<file path="config.mk">
export PLATFORM = sky130hd
export DESIGN_NAME = pb_scan_ctrl
export DESIGN_NICKNAME = d
export VERILOG_FILES = /design/src/rtl/pb_pkg.sv /design/src/rtl/pb_tick_gen.sv /design/src/rtl/pb_scan_ctrl.sv
export SDC_FILE = /design/constraint.sdc
export NUM_CORES = 1
export LEC_CHECK = 0
export BUFFER_PORTS_ARGS = -buffer_cell sky130_fd_sc_hd__buf_4
export CAP_MARGIN = 5
export CORE_MARGIN = 2
export CORE_UTILIZATION = 46
export CTS_BUF_LIST = sky130_fd_sc_hd__clkbuf_8
export DETAILED_ROUTE_END_ITERATION = 12
export PLACE_DENSITY_LB_ADDON = 0.08
export REMOVE_ABC_BUFFERS = 1
export SKIP_CTS_REPAIR_TIMING = 1
export SYNTH_ARGS = -nofsm -noshare
export SYNTH_HDL_FRONTEND = slang
export SYNTH_HIERARCHICAL = 1
export SYNTH_SLANG_ARGS = --single-unit
</file>
<file path="constraint.sdc">
create_clock -name clk -period 2.65 [get_ports clk]
set_input_delay 0.265 -clock clk [delete_from_list [all_inputs] [get_ports clk]]
set_output_delay 0.265 -clock clk [all_outputs]
set_load 0.02 [all_outputs]
</file>
<file path="src/rtl/pb_pkg.sv">
// Shared definitions for the push-button scan controller: scan FSM states,
// default timing constants and the channel-index width helper.
package pb_pkg;

  typedef enum logic {
    ST_IDLE = 1'b0,
    ST_SCAN = 1'b1
  } scan_state_t;

  localparam int DEF_TICK_DIV = 50000;
  localparam int DEF_HIST     = 8;

  // Width of a channel index; a single channel still needs one bit.
  function automatic int idx_width(input int n);
    return (n > 1) ? $clog2(n) : 1;
  endfunction

endpackage

</file>
<file path="src/rtl/pb_tick_gen.sv">
// Sample-tick prescaler: counts 0..TICK_DIV-1 while enabled and raises a
// one-cycle tick in the terminal-count cycle; disabling parks the count at 0.
module pb_tick_gen
  import pb_pkg::*;
#(
  parameter int TICK_DIV = DEF_TICK_DIV
) (
  input  logic clk,
  input  logic rst_n,
  input  logic en,
  output logic tick
);

  localparam int CNT_W = $clog2(TICK_DIV);
  localparam logic [CNT_W-1:0] LAST = CNT_W'(TICK_DIV - 1);

  logic [CNT_W-1:0] count;

  assign tick = en && (count == LAST);

  always_ff @(posedge clk or negedge rst_n) begin
    if (!rst_n) begin
      count <= '0;
    end else if (!en || tick) begin
      count <= '0;
    end else begin
      count <= count + 1'b1;
    end
  end

endmodule

</file>
<file path="src/rtl/pb_scan_ctrl.sv">
// Shared-scan debouncer for N_BTN push buttons. The release pulse port is
// named release_evt because "release" is a reserved SystemVerilog keyword.
module pb_scan_ctrl
  import pb_pkg::*;
#(
  parameter int N_BTN    = 4,
  parameter int TICK_DIV = DEF_TICK_DIV,
  parameter int HIST     = DEF_HIST
) (
  input  logic               clk,
  input  logic               rst_n,
  input  logic               en,
  input  logic [N_BTN-1:0]   button,
  input  logic               force_scan,
  input  logic               ovr_clr,
  output logic [N_BTN-1:0]   btn_state,
  output logic [N_BTN-1:0]   press,
  output logic [N_BTN-1:0]   release_evt,
  output logic               busy,
  output logic               overrun,
  output scan_state_t        scan_state
);

  localparam int IDX_W = idx_width(N_BTN);
  localparam logic [IDX_W-1:0] LAST_IDX = IDX_W'(N_BTN - 1);

  logic [N_BTN-1:0] sync1;
  logic [N_BTN-1:0] sync2;
  logic [HIST-1:0]  hist [N_BTN];
  logic [HIST-1:0]  hist_new;
  logic [IDX_W-1:0] idx;
  logic             pending;
  logic             tick;
  logic             req;
  logic             ovr_set;
  scan_state_t      state_q;
  scan_state_t      state_d;

  pb_tick_gen #(
    .TICK_DIV (TICK_DIV)
  ) u_tick_gen (
    .clk   (clk),
    .rst_n (rst_n),
    .en    (en),
    .tick  (tick)
  );

  always_ff @(posedge clk or negedge rst_n) begin
    if (!rst_n) begin
      sync1 <= '0;
      sync2 <= '0;
    end else begin
      sync1 <= button;
      sync2 <= sync1;
    end
  end

  // A tick and a forced scan landing together merge into one request.
  assign req     = tick | force_scan;
  assign ovr_set = (state_q == ST_SCAN) && req && pending;

  always_ff @(posedge clk or negedge rst_n) begin
    if (!rst_n) begin
      state_q <= ST_IDLE;
    end else begin
      state_q <= state_d;
    end
  end

  always_comb begin
    state_d = state_q;
    case (state_q)
      ST_IDLE: if (req || pending) state_d = ST_SCAN;
      ST_SCAN: if (idx == LAST_IDX) state_d = ST_IDLE;
      default: state_d = ST_IDLE;
    endcase
  end

  always_comb begin
    busy       = (state_q == ST_SCAN);
    scan_state = state_q;
  end

  // At most one request can wait behind a running scan; a second one is lost.
  always_ff @(posedge clk or negedge rst_n) begin
    if (!rst_n) begin
      idx     <= '0;
      pending <= 1'b0;
      overrun <= 1'b0;
    end else begin
      if (state_q == ST_SCAN) begin
        idx <= (idx == LAST_IDX) ? '0 : idx + 1'b1;
        if (req && !pending) pending <= 1'b1;
      end else begin
        idx     <= '0;
        pending <= 1'b0;
      end
      if (ovr_set) begin
        overrun <= 1'b1;
      end else if (ovr_clr) begin
        overrun <= 1'b0;
      end
    end
  end

  assign hist_new = {hist[idx][HIST-2:0], sync2[idx]};

  always_ff @(posedge clk or negedge rst_n) begin
    if (!rst_n) begin
      for (int i = 0; i < N_BTN; i++) hist[i] <= '0;
      btn_state   <= '0;
      press       <= '0;
      release_evt <= '0;
    end else begin
      press       <= '0;
      release_evt <= '0;
      if (state_q == ST_SCAN) begin
        hist[idx] <= hist_new;
        // Level only moves on a full run of agreeing samples.
        if ((&hist_new) && !btn_state[idx]) begin
          btn_state[idx] <= 1'b1;
          press[idx]     <= 1'b1;
        end else if (!(|hist_new) && btn_state[idx]) begin
          btn_state[idx]   <= 1'b0;
          release_evt[idx] <= 1'b1;
        end
      end
    end
  end

endmodule

</file>
==> results of run 1 <==
routing by layer:
metal | routed length, um | up-vias | track usage [%]
met5 | 0 | - | 0
met4 | 96 | 0 | 8.23
met3 | 171 | 8 | 3.24
met2 | 2480 | 40 | 26.8
met1 | 2340 | 895 | 20.1
li1 | - | 854 | -
metrics by stage:
step | utilization (%) | std cells
CTS | 54.0 | 331
global route | 54.0 | 331
floorplan | - | 215
finish | 54.0 | 331
global placement | 51.1 | 316
detailed placement | 51.1 | 316
worst max-delay path, delay by kind of cell (launching register included):
family,cells,cell delay (ps)
AOI/OAI and AO/OA,1,150
and+or+nand+nor,2,410
muxes,1,690
DFF,1,490
buffers and inverters,1,240
cell type report:
cell class / count / area, sq um / area share (%)
clock buffer: 12 / 165 / 4.85
timing repair buffer: 24 / 180 / 5.29
tap: 77 / 96.3 / 2.83
sequential: 69 / 1730 / 50.7
multi-input combinational: 135 / 1180 / 34.8
clock inverter: 3 / 12.5 / 0.367
inverter: 11 / 41.3 / 1.21
path summary, 6_finish.rpt:
path	slack [ps]	endpoint	from	cells after the start
worst max-delay path	540	register	idx[0]	5
worst min-delay path	40	release_evt[2]	rst_n	1
worst max register to register	540	register	idx[0]	5
worst min register to register	350	sync2[2]	sync1[2]	0
max in group asynchronous	2040	u_tick_gen/count[3]	rst_n	1
min in group clk	40	sync1[2]	button[2]	1
power by group through the flow:
| stage | combinational (W) | clock, W | sequential (W) |
|---|---|---|---|
| 2_1_floorplan | 0.000905 | 0 | 0.00152 |
| 3_3_place_gp | 0.00124 | 0 | 0.00152 |
| 5_1_grt | 0.00137 | 0.000837 | 0.00154 |
| 4_1_cts | 0.00126 | 0.000783 | 0.00151 |
| 3_5_place_dp | 0.00126 | 0 | 0.00153 |
| 6_report | 0.00123 | 0.000755 | 0.00150 |
kinds of logic (layout without fill, tap and decap cells):
logic type               count (synthesis)  count (layout)
XOR/XNOR                                14              14
multiplexers                            37              37
AO/OA/AOI/OAI                            8               8
adder cells (fa/ha/maj)                  5               5
AND/OR/NAND/NOR                         71              71
buffers and inverters                   16              50
flip-flops                              69              69
synth_stat cells:
cell	number	area, sq um
mux2_2	28	315
mux4_1	6	158
o211ai_1	1	7.51
nand4_2	1	12.5
nand2_1	7	26.3
nand4bb_1	1	11.3
nor3b_1	1	7.51
o2bb2ai_1	4	35.0
buf_2	1	5.00
and4b_1	1	10.0
o21ai_0	1	5.00
and2_1	1	6.26
nor4b_4	1	23.8
or4b_1	1	10.0
buf_8	1	15.0
inv_1	11	41.3
nor3_1	3	15.0
buf_6	1	11.3
o31a_1	1	8.76
nand4_1	10	62.6
clkbuf_1	1	3.75
nor2_1	30	113
nand2_4	1	11.3
ha_1	5	62.6
or4_4	1	11.3
or4bb_1	1	11.3
dfrtp_1	69	1730
buf_4	1	7.51
nor4_1	5	31.3
nand3_1	4	20.0
mux4_2	3	67.6
xor2_1	1	8.76
and3_2	2	15.0
xnor2_1	13	114
a21oi_1	1	5.00
flip-flops by register name, summed over array words and instances, names as in the netlist, 2 cells and up, named ones only:
signal / flops
sync1: 4
release_evt: 4
press: 4
sync2: 4
idx: 2
u_tick_gen/count: 16
hist: 28
==> impl_metrics.tcl, run 1 <==
set metrics [dict create \
    crit_slowest_cell "mux4_1" \
    grt_pass1_wl_um 9000 \
    cts_max_level 3 \
    p_sw_w 0.00113 \
    max_freq_ghz 0.474 \
    irDropWorstVdd_mv 0.506 \
    p_per_area_nw_per_um2 1030 \
    fill_cells 563 \
    cp_cell_sequence "buf_4, mux4_1, nor2_1, nand4_1, o2bb2ai_1" \
    layout_commonest_cell "dfrtp_1" \
    wl_per_cell_um 15.4 \
    pwr-share-comb_pct 35.3 \
    setup-violations-final 0 \
    layout_common_cells "dfrtp_1, nor2_1, mux2_2, buf_4" \
    grt_max_degree 70 \
    slew_headroom_pct 43.0 \
    synth_area_per_cell_sq_um 13.6 \
    cp_max_fo 9 \
    critPathKind "register to register" \
    slowest_delay_ps 690 \
    core_region_area_sq_um 6310 \
    std_cell_rows 29 \
    drcViolationCount 0 \
    yosys.cell_types.count 35 \
    cts_tree "done" \
    tightest_slew_ps 856 \
    layout-drive-gt1-share_pct 29.1 \
    synthMuxAreaShare_pct 18.0 \
    dr.pass1.iters 4 \
    yosys.area_share.adder_pct 2.09 \
    setup-tns-final_ps 0 \
    yosys_warnings 6 \
    synth_xor_area_share_pct 4.09 \
    seqPwrFrac_pct 43.1 \
    yosysSeqAreaShare_pct 57.6 \
    finalCriticalPeriod_ps 2110 \
    numCtsBuffers 9 \
    synth-compound-area-share_pct 2.05 \
    hold_violations 0 \
    hp-class "primary input to asynchronous set/reset pin" \
    clk_latency_ps 330 \
    clock_path_buffers 2 \
    cp-end-kind "register" \
    syn_area_sq_um 3000 \
    power.leakage_nw 1.55 \
    clk_pin_slew_ps 70 \
    dpl_cell_area_sq_um 3230 \
    synth_top_family_by_area "multiplexers" \
    grt_pass1_vias 1877 \
    dr_total_vias 1797 \
    status "complete, no violations" \
    fin_total_pwr_w 0.00349 \
    io_buffers 23 \
    fp.dieH_um 84.7 \
    dp_slack_ps 520 \
    intPower_w 0.00236 \
    clock-sinks 69 \
    switching_share_pct 32.5 \
    ys_ff_latch 69 \
    n_antenna_cell 0 \
    first_iter_violations 92 \
    track_usage_pct 16.1 \
    cp.arrival_ps 2310 \
    cap_violations 0 \
    cp-start-kind "register" \
    io_pins 24 \
    p_clk_share_pct 21.6 \
    drv_slew 0 \
    routabilityCongestion 0.788 \
    cts_root_buffer "clkbuf_8" \
    ant_nets 0 \
    dp_hpwl_um 3380 \
    period_share_pct 79.7 \
    rsz0062_at_grt "false" \
    required_ps 2850 \
    clock_skew_ps 7.51 \
    synthSimpleGateAreaFrac_pct 13.3 \
    routed_via_density 5.43 \
    grt_remaining_overflow 0 \
    die_area_sq_um 7170 \
    setup_ws_ps 539 \
    antenna_found_initial 0 \
    totalWireLength_um 5090 \
    design_area_sq_um 3410 \
    area_delta_synth_final_pct 13.7 \
    die_x_um 84.7 \
    holdWs_ps 35.3 \
    syn_inst 220 \
    num-nets-final 264 \
    initial_utilization_pct 47.4 \
]
Power figures use the tool's default switching activity.
==> run 2, diff against run 1 <==
Settings changed: ABC_AREA set to 1.
Clock period 2.65 ns to 1.7 ns, I/O delays scaled along.
==> impl_metrics.tcl, run 2 <==
set metrics [dict create \
    first_iter_violations 156 \
    grt_remaining_overflow 0 \
    totalWireLength_um 6460 \
    regArea_sq_um 1730 \
    cp-start-kind "register" \
    cp.arrival_ps 1860 \
    setup-violations-final 0 \
    drv_slew 0 \
    yosys_warnings 6 \
    holdWs_ps 14.2 \
    finalCriticalPeriod_ps 1580 \
    cp_max_fo 16 \
    synthFlopType "dfrtp_1" \
    clock_path_buffers 2 \
    ff2ff_setup_slack_ps 120 \
    ys_ff_latch 69 \
    io_buffers 23 \
    io_pins 24 \
    layout_common_cells "nand2_1, dfrtp_1, nor2_1, buf_4, o21ai_0" \
    antenna_found_initial 0 \
    clk_latency_ps 350 \
    status "complete, no violations" \
    wl_per_cell_um 12.5 \
    cts_tree "done" \
    cts_max_level 3 \
    routed_via_density 4.79 \
    p_per_area_nw_per_um2 1620 \
    regMostFlops "hist" \
    std_cell_rows 30 \
    fp.dieH_um 88.1 \
    grt_max_degree 38 \
    synth_area_per_cell_sq_um 8.72 \
    dp_slack_ps 77.6 \
    final_util_pct 56.1 \
    n_antenna_cell 0 \
    dr_total_vias 2469 \
    syn_area_sq_um 3250 \
    synth_common_cells "nand2_1, dfrtp_1, nor2_1" \
    fin_total_pwr_w 0.00622 \
    yosys.cell_types.count 30 \
    cts_root_buffer "clkbuf_8" \
    die_x_um 88.1 \
    area_delta_synth_final_pct 17.8 \
    tightest_slew_ps 434 \
    cap_violations 0 \
    num-nets-final 428 \
    critPathKind "register to register" \
    initial_utilization_pct 47.6 \
    dp_hpwl_um 4520 \
    synth_top_area_share_pct 53.1 \
    rsz0062_at_grt "true" \
    layout-drive-gt1-share_pct 21.0 \
    dp_cells 494 \
    grt_pass1_wl_um 11000 \
    yosysMostFrequentCell "nand2_1" \
    track_usage_pct 18.6 \
    irDropWorstVdd_mv 0.780 \
    yosysSeqAreaShare_pct 53.1 \
    drcViolationCount 0 \
    synth_area_leaders "dfrtp_1, nand2_1, nor2_1" \
    power.leakage_nw 1.85 \
    clk_pin_slew_ps 70 \
    required_ps 1980 \
    routabilityCongestion 0.852 \
    fill_cells 649 \
    setup_ws_ps 119 \
    core_region_area_sq_um 6830 \
    ant_nets 0 \
    hold_violations 0 \
    max_freq_ghz 0.633 \
    slew_headroom_pct 71.1 \
    top_regs "hist x28, u_tick_gen/count x16" \
    layout_commonest_cell "nand2_1" \
    largest_reg_flops 28 \
    cp-end-kind "register" \
    hp-class "primary input to register" \
    yosysTopAreaCell "dfrtp_1" \
    period_share_pct 93.0 \
    syn_inst 373 \
    dr.pass1.iters 4 \
    clock-sinks 69 \
    numCtsBuffers 9 \
    die_area_sq_um 7760 \
    synth_edf_count 0 \
    multiInputGateArea_sq_um 1330 \
    async_flop_share_pct 100 \
    stdcell_count 515 \
    grt_pass1_vias 2376 \
    clock_skew_ps 8.98 \
]
-- run 2: report_power, final --
group / total (W) / switching [W] / internal, W
Sequential: 0.00231 / 0.000268 / 0.00205
Combinational: 0.00261 / 0.00166 / 0.000945
Clock: 0.00130 / 0.000627 / 0.000669
Total: 0.00622 / 0.00256 / 0.00366
-- run 2: cells by family (layout without fill, tap and decap cells) --
group,Yosys count,count (layout),share of synthesized area (%)
and+or+nand+nor,219,219,31.5
DFF,69,69,53.1
buffers and inverters,39,85,6.31
AOI/OAI and AO/OA,34,34,5.31
xor gates and xnor gates,7,7,1.89
adders and majority gates,5,5,1.92
-- run 2: routing by layer --
metal / vias to the layer above / global-route usage, % / share of wire, %
met5: - / 0 / 0
met4: 0 / 7.44 / 1.8
met3: 8 / 4.24 / 3.4
met2: 37 / 29.1 / 48
met1: 1161 / 25.3 / 47
li1: 1263 / - / -
-- run 2: metrics by stage --
| stage | setup TNS [ps] | instance area, sq um |
|---|---|---|
| CTS | 0 | 3770 |
| global route | -208 | 3830 |
| floorplan | -2300 | 3160 |
| detailed placement | 0 | 3580 |
| global placement | 0 | 3580 |
| finish | 0 | 3830 |
-- run 2: path summary, 6_finish.rpt --
| check | to | cells past startpoint | from |
|---|---|---|---|
| hold reg to reg | sync2[2] | 0 | sync1[2] |
| max in group asynchronous | u_tick_gen/count[5] | 3 | rst_n |
| hold / removal | overrun | 2 | ovr_clr |
| setup reg to reg | register | 9 | idx[0] |
| setup / recovery | register | 9 | idx[0] |
| min in group asynchronous | hist[12] | 2 | rst_n |
-- run 2: layout make-up --
type,count,area share (%)
clock buffers,9,3.23
flip-flops and latches,69,45.1
repair buffers,40,9.15
clock inverters,7,1.76
well taps,96,3.14
inverters,29,3.04
multi-input cells,265,34.6
-- run 2: critical path: stages, from the launching register on --
cell and delay (ps):
dfrtp_1 410, buf_4 280, nand2_1 80, nand3_1 100, nand2_2 110, nor2_1 110, nand2_1 90, nor2_4 150
nand3_1 110, nand2_1 80
